--- config.mk ---
export PLATFORM = sky130hd
export DESIGN_NAME = fm_demod_controller_flat
export DESIGN_NICKNAME = d
export VERILOG_FILES = /design/src/rtl/fm_demod_controller_if.sv /design/src/rtl/fm_demod_controller.sv /design/src/flat_wrapper.sv
export SDC_FILE = /design/constraint.sdc
export NUM_CORES = 1
export LEC_CHECK = 0
export BUFFER_PORTS_ARGS = -buffer_cell sky130_fd_sc_hd__buf_2
export CAP_MARGIN = 25
export CORE_UTILIZATION = 55
export CTS_BUF_LIST = sky130_fd_sc_hd__clkbuf_16
export DETAILED_ROUTE_END_ITERATION = 12
export GPL_ROUTABILITY_DRIVEN = 0
export PLACE_DENSITY = 0.75
export SLEW_MARGIN = 20
export SYNTH_ARGS = -nofsm -noshare
export SYNTH_HDL_FRONTEND = slang
export SYNTH_SLANG_ARGS = --single-unit
--- constraint.sdc ---
create_clock -name clk_200M -period 7.6 [get_ports clk_200M]
set_input_delay 0.38 -clock clk_200M [delete_from_list [all_inputs] [get_ports clk_200M]]
set_output_delay 0.38 -clock clk_200M [all_outputs]
set_load 0.005 [all_outputs]
--- src/rtl/fm_demod_controller_if.sv ---
// Sample input, recalibration request and sliced-bit/status outputs of the FM demod controller.
interface fm_demod_controller_if #(
    parameter int SAMPLE_BITS = 16
);
    logic [SAMPLE_BITS-1:0] sample;
    logic                   sample_valid;
    logic                   recal_req;
    logic [SAMPLE_BITS-1:0] compare_point;
    logic                   locked;
    logic                   bit_out;
    logic                   bit_valid;
    logic                   cal_fail;
    logic                   lost_signal;

    modport master (
        output sample, sample_valid, recal_req,
        input  compare_point, locked, bit_out, bit_valid, cal_fail, lost_signal
    );

    modport slave (
        input  sample, sample_valid, recal_req,
        output compare_point, locked, bit_out, bit_valid, cal_fail, lost_signal
    );
endinterface

--- src/rtl/fm_demod_controller.sv ---
// Calibrates the period-count threshold from live samples, then slices each sample into a data bit.
//
// state     | meaning
// ----------+--------------------------------------------------------------
// ST_CAL    | collecting a min/max window to derive compare_point
// ST_LOCKED | threshold valid; each sample_valid yields a bit one cycle later
module fm_demod_controller #(
    parameter int SAMPLE_BITS     = 16,
    parameter int CAL_SAMPLES     = 64,
    parameter int MIN_SPAN        = 4,
    parameter int TIMEOUT_CYCLES  = 4000,
    parameter int DEFAULT_COMPARE = 200
) (
    input  logic                 clk_200M,
    input  logic                 reset_200M,
    fm_demod_controller_if.slave bus
);
    localparam int CNT_W = $clog2(CAL_SAMPLES) + 1;
    localparam int TMR_W = $clog2(TIMEOUT_CYCLES + 1);

    typedef enum logic {
        ST_CAL    = 1'b0,
        ST_LOCKED = 1'b1
    } state_t;

    state_t                 state_q, state_d;
    logic [SAMPLE_BITS-1:0] cp_q, cp_d;
    logic [SAMPLE_BITS-1:0] min_q, min_d;
    logic [SAMPLE_BITS-1:0] max_q, max_d;
    logic [CNT_W-1:0]       cnt_q, cnt_d;
    logic [TMR_W-1:0]       timer_q, timer_d;
    logic                   bit_out_q, bit_out_d;
    logic                   bit_valid_q, bit_valid_d;
    logic                   cal_fail_q, cal_fail_d;
    logic                   lost_q, lost_d;

    logic [SAMPLE_BITS-1:0] next_min, next_max, span, mid;
    logic [SAMPLE_BITS:0]   sum;
    logic                   timeout, window_end, restart;

    // Window statistics including the sample arriving this cycle.
    always_comb begin
        next_min = min_q;
        next_max = max_q;
        if (bus.sample_valid) begin
            if (bus.sample < min_q) next_min = bus.sample;
            if (bus.sample > max_q) next_max = bus.sample;
        end
        span = next_max - next_min;
        // Extra sum bit keeps the midpoint exact when both extremes are near all-ones.
        sum  = {1'b0, next_min} + {1'b0, next_max};
        mid  = SAMPLE_BITS'(sum >> 1);
    end

    assign timeout    = !bus.sample_valid && (timer_q >= TMR_W'(TIMEOUT_CYCLES - 1));
    assign window_end = bus.sample_valid && (cnt_q == CNT_W'(CAL_SAMPLES - 1));

    always_comb begin
        state_d     = state_q;
        cp_d        = cp_q;
        min_d       = min_q;
        max_d       = max_q;
        cnt_d       = cnt_q;
        bit_out_d   = bit_out_q;
        bit_valid_d = 1'b0;
        cal_fail_d  = 1'b0;
        lost_d      = lost_q;
        timer_d     = timer_q;
        restart     = 1'b0;

        if (bus.sample_valid || timeout) begin
            timer_d = '0;
        end else if (timer_q != {TMR_W{1'b1}}) begin
            timer_d = timer_q + TMR_W'(1);
        end

        case (state_q)
            ST_CAL: begin
                if (bus.recal_req) begin
                    restart = 1'b1;
                end else if (timeout) begin
                    lost_d  = 1'b1;
                    restart = 1'b1;
                end else if (bus.sample_valid) begin
                    min_d = next_min;
                    max_d = next_max;
                    cnt_d = cnt_q + CNT_W'(1);
                    if (window_end) begin
                        restart = 1'b1;
                        if (span >= SAMPLE_BITS'(MIN_SPAN)) begin
                            cp_d    = mid;
                            lost_d  = 1'b0;
                            state_d = ST_LOCKED;
                        end else begin
                            cal_fail_d = 1'b1;
                        end
                    end
                end
            end
            ST_LOCKED: begin
                if (bus.recal_req) begin
                    state_d = ST_CAL;
                    restart = 1'b1;
                end else if (timeout) begin
                    lost_d  = 1'b1;
                    state_d = ST_CAL;
                    restart = 1'b1;
                end else if (bus.sample_valid) begin
                    bit_valid_d = 1'b1;
                    bit_out_d   = (bus.sample < cp_q);
                end
            end
            default: begin
                state_d = ST_CAL;
                restart = 1'b1;
            end
        endcase

        if (restart) begin
            min_d = '1;
            max_d = '0;
            cnt_d = '0;
        end
    end

    always_ff @(posedge clk_200M) begin
        if (reset_200M) begin
            state_q     <= ST_CAL;
            cp_q        <= SAMPLE_BITS'(DEFAULT_COMPARE);
            min_q       <= '1;
            max_q       <= '0;
            cnt_q       <= '0;
            timer_q     <= '0;
            bit_out_q   <= 1'b0;
            bit_valid_q <= 1'b0;
            cal_fail_q  <= 1'b0;
            lost_q      <= 1'b0;
        end else begin
            state_q     <= state_d;
            cp_q        <= cp_d;
            min_q       <= min_d;
            max_q       <= max_d;
            cnt_q       <= cnt_d;
            timer_q     <= timer_d;
            bit_out_q   <= bit_out_d;
            bit_valid_q <= bit_valid_d;
            cal_fail_q  <= cal_fail_d;
            lost_q      <= lost_d;
        end
    end

    assign bus.compare_point = cp_q;
    assign bus.locked        = (state_q == ST_LOCKED);
    assign bus.bit_out       = bit_out_q;
    assign bus.bit_valid     = bit_valid_q;
    assign bus.cal_fail      = cal_fail_q;
    assign bus.lost_signal   = lost_q;
endmodule
--- src/flat_wrapper.sv ---
// flat-port wrapper written by rule: the top's interface ports become plain ports
module fm_demod_controller_flat 
#(
    parameter int SAMPLE_BITS     = 16,
    parameter int CAL_SAMPLES     = 64,
    parameter int MIN_SPAN        = 4,
    parameter int TIMEOUT_CYCLES  = 4000,
    parameter int DEFAULT_COMPARE = 200
)
  (clk_200M, reset_200M, bus_sample, bus_sample_valid, bus_recal_req, bus_compare_point, bus_locked, bus_bit_out, bus_bit_valid, bus_cal_fail, bus_lost_signal);
  fm_demod_controller_if #(.SAMPLE_BITS(SAMPLE_BITS)) bus_i ();
  input  logic clk_200M;
  input  logic reset_200M;
  input wire logic [$bits(bus_i.sample)-1:0] bus_sample;
  input wire logic [$bits(bus_i.sample_valid)-1:0] bus_sample_valid;
  input wire logic [$bits(bus_i.recal_req)-1:0] bus_recal_req;
  output wire logic [$bits(bus_i.compare_point)-1:0] bus_compare_point;
  output wire logic [$bits(bus_i.locked)-1:0] bus_locked;
  output wire logic [$bits(bus_i.bit_out)-1:0] bus_bit_out;
  output wire logic [$bits(bus_i.bit_valid)-1:0] bus_bit_valid;
  output wire logic [$bits(bus_i.cal_fail)-1:0] bus_cal_fail;
  output wire logic [$bits(bus_i.lost_signal)-1:0] bus_lost_signal;
  assign bus_i.sample = bus_sample;
  assign bus_i.sample_valid = bus_sample_valid;
  assign bus_i.recal_req = bus_recal_req;
  assign bus_compare_point = bus_i.compare_point;
  assign bus_locked = bus_i.locked;
  assign bus_bit_out = bus_i.bit_out;
  assign bus_bit_valid = bus_i.bit_valid;
  assign bus_cal_fail = bus_i.cal_fail;
  assign bus_lost_signal = bus_i.lost_signal;
  fm_demod_controller #(.SAMPLE_BITS(SAMPLE_BITS), .CAL_SAMPLES(CAL_SAMPLES), .MIN_SPAN(MIN_SPAN), .TIMEOUT_CYCLES(TIMEOUT_CYCLES), .DEFAULT_COMPARE(DEFAULT_COMPARE)) u_core (.clk_200M(clk_200M), .reset_200M(reset_200M), .bus(bus_i));
endmodule
**After elaboration in Yosys (flattened, before gate mapping)**

Index checks and enable logic that the tools add are counted.

- Bits in registers: 72
- Logic and storage cells: 73
- Bits of input ports: 20
- Output and inout bits: 21

- Reductions and logical operators: 12
- $add $sub $neg: 4
- Bitwise gates (word level): 5
- Equal/unequal tests: 8
- Magnitude comparators: 5
- Mux-type cells: 29

Operator list:

| cell | number |
|---|---|
| 16-bit 2-to-1 mux | 4 |
| 16-bit less-than comparator | 2 |
| 1-bit 2-to-1 mux | 22 |
| 16-bit by 16-bit adder with 17-bit output | 1 |
| 16-bit by 3-bit greater-or-equal comparator with 1-bit output, second input constant | 1 |
| 16-bit > comparator | 1 |
| 16-bit subtractor | 1 |
| 12-bit by 1-bit adder with 12-bit output, second input constant | 1 |
| 12-bit greater-or-equal comparator, second input constant | 1 |
| 12-bit inequality test, second input constant | 1 |
| 6-bit AND reduction | 2 |
| 4-bit AND reduction | 2 |
| 7-bit by 1-bit adder with 7-bit output, second input constant | 1 |
| 7-bit by 6-bit == test with 1-bit output, second input constant | 1 |
| 2-bit inequality test, second input constant | 3 |
| 3-bit by 1-bit inequality test with 1-bit output, second input constant | 2 |
| 1-bit one-hot mux with 2 select lines | 3 |
| 6-bit OR reduction | 1 |
| 1-bit NOT | 5 |
| 2-bit OR reduction | 2 |
| 4-bit OR reduction | 1 |
| 3-bit by 2-bit inequality test with 1-bit output, second input constant | 1 |
| 1-bit logical AND | 2 |
| 1-bit logical NOT | 1 |
| 1-bit logical OR | 1 |

**Longest topological paths before layout**

- Depth after elaboration: 11
- Mapped depth: 24
- Gate-level depth less buffers: 21

**Worst setup path before layout**

Ideal clock, no wire load.

- Path type: input-to-reg
- Start: input bus_sample[1]
- End: register u_core.cp_q[15] (netlist: u_core.bus.compare_point[15])
- Setup time: 121 ps
- Stages on the path: 20
- Setup slack: 2,366 ps
- Required time: 7,479 ps
- Path buffers: 3
- Data arrival time: 5,113 ps
- Cells stage by stage: ha_1 -> nor2b_1 -> o21a_1 -> o21a_1 -> o21a_1 -> o21a_1 -> o31ai_2 -> buf_2 -> mux2_2 -> fa_1 -> xor2_1 -> o211ai_1 -> or3b_1 -> nor4_2 -> nand4_1 -> nor4_2 -> a21o_1 -> buf_6 -> buf_12 -> mux2_4

- Cells in the longest elaborated chain, start to end: 6
- Elaborated cells between the ends (all ways): 10
- Those cells by class: 2 x add/sub; 3 x order compare; 4 x mux; 1 x reduce/logical

RTL lines:

| element | line | RTL |
|---|---|---|
| start: declaration | flat_wrapper.sv:14 | `input wire logic [$bits(bus_i.sample)-1:0] bus_sample;` |
| 16-bit > comparator | fm_demod_controller.sv:47 | `if (bus.sample > max_q) next_max = bus.sample;` |
| 16-bit 2-to-1 mux * | fm_demod_controller.sv:47 |  |
| 16-bit 2-to-1 mux * | fm_demod_controller.sv:45 | `if (bus.sample_valid) begin` |
| named net u_core.next_max[1] | fm_demod_controller.sv:37 | `logic [SAMPLE_BITS-1:0] next_min, next_max, span, mid;` |
| 16-bit subtractor | fm_demod_controller.sv:49 | `span = next_max - next_min;` |
| 16-bit by 3-bit greater-or-equal comparator with 1-bit output | fm_demod_controller.sv:90 | `if (span >= SAMPLE_BITS'(MIN_SPAN)) begin` |
| 6-bit AND reduction (no source line) | n/a |  |
| end signal: assignment | fm_demod_controller.sv:129 | `cp_q <= SAMPLE_BITS'(DEFAULT_COMPARE);` |
| end signal: assignment | fm_demod_controller.sv:140 | `cp_q <= cp_d;` |
| end: declaration | fm_demod_controller.sv:27 | `logic [SAMPLE_BITS-1:0] cp_q, cp_d;` |

The timed path passes the listed nets; every way through them passes the cells marked *.
A chain may end at the register's enable or synchronous reset.

**Worst setup path after layout**

- Start: register u_core.max_q[9]
- End: register u_core.cp_q[4] (netlist: u_core.bus.compare_point[4])

- Cells in the longest elaborated chain, start to end: 6
- Elaborated cells between the ends (all ways): 7
- Those cells by class: 2 x add/sub; 2 x order compare; 2 x mux; 1 x reduce/logical

RTL lines:

| element | line | RTL |
|---|---|---|
| start: declaration | fm_demod_controller.sv:29 | `logic [SAMPLE_BITS-1:0] max_q, max_d;` |
| start signal: assignment | fm_demod_controller.sv:142 | `max_q <= max_d;` |
| 16-bit > comparator * | fm_demod_controller.sv:47 |  |
| 16-bit 2-to-1 mux * | fm_demod_controller.sv:47 |  |
| 16-bit 2-to-1 mux * | fm_demod_controller.sv:45 |  |
| named net u_core.next_max[1] | fm_demod_controller.sv:37 |  |
| 16-bit subtractor | fm_demod_controller.sv:49 |  |
| 16-bit by 3-bit greater-or-equal comparator with 1-bit output | fm_demod_controller.sv:90 |  |
| 6-bit AND reduction (no source line) | n/a |  |

Marks and branches as above.

==> results.py <==
metrics = {
    "setup_path": {
        "crit_path_frequent_cell": "a21o_1",
        "crit_arrival_ns": 6.41,
        "crit_type": "reg -> reg",
        "crit_path_end_kind": "flop",
        "worstPathBufferInverterCount": 2,
        "slowest_delay_ns": 0.71,
        "critical_path.startpoint_type": "flop",
        "r2r_end": "u_core.bus.compare_point[4]$_SDFFE_PP0P_",
        "ff2ff_setup_slack_ns": 1.41,
        "worst_r2r_startpoint": "u_core.max_q[9]$_SDFFE_PP0P_",
        "rr_worst_depth": 18,
        "slowest_stage": "a21o_1",
        "worstPathMaxFanout": 18,
        "worst-endpoint-required_ns": 7.82,
        "crit_family": "compound AO/OA/AOI/OAI gates",
        "worstPathCellList": "inv_1 -> ha_1 -> a21o_1 -> a21o_1 -> a21oi_1 -> o221ai_1 -> o31ai_2 -> buf_4 -> mux2_2 -> fa_1 -> xor2_1 -> o211ai_1 -> or3b_1 -> nor4_2 -> nand4_1 -> nor4_2 -> a21o_1 -> mux2_2",
    },
    "hold_path": {
        "hold_class": "in -> reg",
        "min_delay_path_depth": 2,
        "holdPathEnd": "u_core.timer_q[6]$_SDFFE_PP0P_",
        "holdCritStartpoint": "bus_sample_valid",
    },
    "timing": {
        "slew_headroom": 0.478,
        "tns_ns": 0,
        "finalSetupViolations": 0,
        "layout_setup_ws_ns": 1.41,
        "hold_violations": 0,
        "period_share": 0.814,
        "min_period_ns": 6.19,
        "worstMarginPinSlew_ns": 0.783,
        "finalClockSkew_ns": 0.00591,
        "max_freq_mhz": 162,
        "slew_viol_final": 0,
        "rsz0062_at_grt": "no",
    },
    "power": {
        "powerDensity_nw_per_um2": 158,
        "p_int_w": 0.000743,
        "power_frac_seq": 0.353,
        "max-vdd-ir-drop_mv": 0.138,
        "power_leakage_nw": 3.13,
        "comb_power_share": 0.267,
        "p_clk_frac": 0.381,
        "switching_power_w": 0.000344,
        "p_sw_frac": 0.317,
    },
    "synth": {
        "synth_compound_gate_area_share": 0.187,
        "synthCells": 785,
        "synth-seq-cells": 72,
        "synth-seq-area-share": 0.229,
        "synthSimpleGateAreaFrac": 0.210,
        "async_flop_share": 0,
        "muxShareOfSynthArea": 0.104,
        "synth_flop_cell": "dfxtp_1",
        "synth.distinct_cells": 73,
        "syn_nets": 886,
        "synth_edf_count": 0,
        "syn_area_um2": 6300,
        "ys_warn_count": 0,
        "synth_top_family_by_area": "simple AND/OR/NAND/NOR gates",
        "synthAdderAreaFrac": 0.163,
        "synth-xor-area-share": 0.0346,
        "syn_area_per_cell_um2": 8.02,
    },
    "floorplan": {
        "rows": 38,
        "core_region_area_um2": 11000,
        "initial_core_util": 0.573,
        "fp.dieW_um": 109,
        "die_h_um": 109,
        "die_area_um2": 11900,
        "io_pins": 41,
    },
    "routing": {
        "ant_nets": 0,
        "vias_per_cell": 6.13,
        "firstDrtPassIters": 5,
        "vias": 5874,
        "routed_wl_mm": 16.7,
        "drc": 0,
        "drt_iter0_markers": 447,
        "wl_per_cell_um": 17.4,
    },
    "finish": {
        "area_growth_pct": 9.30,
        "antennaDiodeCount": 0,
        "nNetsFinal": 915,
        "final_util": 0.627,
        "drive_gt1_frac": 0.131,
    },
    "global_routing": {
        "grt_start_max_net_pins": 48,
        "overflow": 0,
        "grt_util_met1": 0.405,
        "grt_pass1_wl_mm": 26.7,
        "grt_usage": 0.291,
        "grt_busiest_layer": "met2",
        "grt_pass1_vias": 5417,
        "antenna_found_initial": 0,
        "gr-usage-met3": 0.0383,
        "grt.met2_usage": 0.448,
    },
    "clock_network": {
        "cts_max_level": 3,
        "cts.sinks": 72,
        "clk_pin_slew_ns": 0.06,
        "tritoncts": "yes",
        "cts_resized": 0,
        "cts_made_buffers": 9,
        "holdBufCountCts": 0,
        "clk_latency_ns": 0.34,
        "cts_setup_buffers": 0,
        "root_buffer": "clkbuf_16",
        "clk_path_buf_depth": 2,
    },
    "placement": {
        "place.detailed.hpwl_mm": 13.0,
        "io_buffers": 40,
        "place_ws_ns": 1.33,
    },
    "job": {
        "cap_violations": 0,
    },
    "status": {
        "status": "completed",
    },
}
-- flip-flops by register name (all words and copies together), names as in the netlist --
signal	count
u_core.bus.bit_out	1
u_core.bus.bit_valid	1
u_core.bus.cal_fail	1
u_core.bus.compare_point	16
u_core.bus.locked	1
u_core.bus.lost_signal	1
u_core.cnt_q	7
u_core.max_q	16
u_core.min_q	16
u_core.timer_q	12
-- cell type report --
class	instances	area (µm²)
tap	140	175
multi-input combinational	604	4420
timing repair buffer	47	254
inverter	80	300
sequential	72	1440
clock inverter	7	63.8
fill	967	4100
clock buffer	9	225
-- power by group through the flow --
stage / clock [W] / sequential [W] / combinational (W)
final: 0.000413 / 0.000383 / 0.000290
after global routing: 0.000429 / 0.000383 / 0.000319
after CTS: 0.000413 / 0.000383 / 0.000284
after detailed placement: 0 / 0.000391 / 0.000282
after global placement: 0 / 0.000391 / 0.000274
after floorplan: 0 / 0.000390 / 0.000214
-- cell usage after synthesis (10+ instances only) --
| cell | count | share of area |
|---|---|---|
| mux2i_1 | 36 | 0.057 |
| nor3_1 | 19 | 0.015 |
| nand2_1 | 57 | 0.034 |
| xnor2_1 | 12 | 0.017 |
| mux2_2 | 25 | 0.045 |
| nor2b_1 | 17 | 0.017 |
| a211oi_1 | 13 | 0.016 |
| xor2_1 | 11 | 0.015 |
| clkbuf_1 | 12 | 0.0072 |
| dfxtp_1 | 72 | 0.23 |
| nand4_1 | 18 | 0.018 |
| buf_2 | 11 | 0.0087 |
| ha_1 | 79 | 0.16 |
| nor2_1 | 73 | 0.044 |
| a21oi_1 | 41 | 0.033 |
| o21ai_0 | 42 | 0.033 |
| a21o_1 | 10 | 0.012 |
| nand3_1 | 33 | 0.026 |
| inv_1 | 80 | 0.048 |
-- how the worst max path moves through the flow --
stage / from / end / slack, ns / depth (start not counted)
6_report: u_core.max_q[9]$_SDFFE_PP0P_ / u_core.bus.compare_point[4]$_SDFFE_PP0P_ / 1.41 / 18
5_1_grt: u_core.max_q[9]$_SDFFE_PP0P_ / u_core.bus.compare_point[4]$_SDFFE_PP0P_ / 1.04 / 18
4_1_cts: u_core.max_q[9]$_SDFFE_PP0P_ / u_core.bus.compare_point[4]$_SDFFE_PP0P_ / 1.47 / 18
3_5_place_dp: bus_sample[1] / u_core.bus.compare_point[4]$_SDFFE_PP0P_ / 1.33 / 19
3_3_place_gp: bus_sample[13] / u_core.bus.compare_point[14]$_SDFFE_PP0P_ / 1.50 / 16
2_1_floorplan: bus_sample[1] / u_core.bus.compare_point[15]$_SDFFE_PP0P_ / 2.37 / 20
-- per-stage QoR --
step / power [W] / instance area (µm²) / hold slack, ns / instances
2_1_floorplan: 0.000605 / 6300 / 0.453 / 785
3_3_place_gp: 0.000665 / 6580 / 0.468 / 941
3_5_place_dp: 0.000673 / 6580 / 0.478 / 942
4_1_cts: 0.00108 / 6870 / 0.349 / 958
5_1_grt: 0.00113 / 6880 / 0.362 / 959
6_report: 0.00109 / 6880 / 0.341 / 959
-- per-layer routing --
layer	share of wire	routed length (µm)
met3	0.064	1070
met5	0	0
met2	0.44	7330
met1	0.46	7740
met4	0.035	580
-- cell families after synthesis --
| family | after synthesis |
|---|---|
| buffers and inverters | 109 |
| adders and majority gates | 81 |
| DFF | 72 |
| muxes | 62 |
| and+or+nand+nor | 263 |
| AOI/OAI and AO/OA | 174 |
| xor gates and xnor gates | 24 |
-- layout by cell type, fill, tap and decap left out, types with 17 or more instances in the layout --
| cell | instances |
|---|---|
| mux2i_1 | 36 |
| nand4_1 | 18 |
| o21ai_0 | 42 |
| nor2_1 | 73 |
| ha_1 | 79 |
| nor3_1 | 19 |
| dfxtp_1 | 72 |
| nand2_1 | 57 |
| a21oi_1 | 41 |
| inv_1 | 81 |
| mux2_2 | 25 |
| buf_2 | 41 |
| nand3_1 | 33 |
| nor2b_1 | 17 |
No activity file was read; power rests on OpenSTA's default activity.
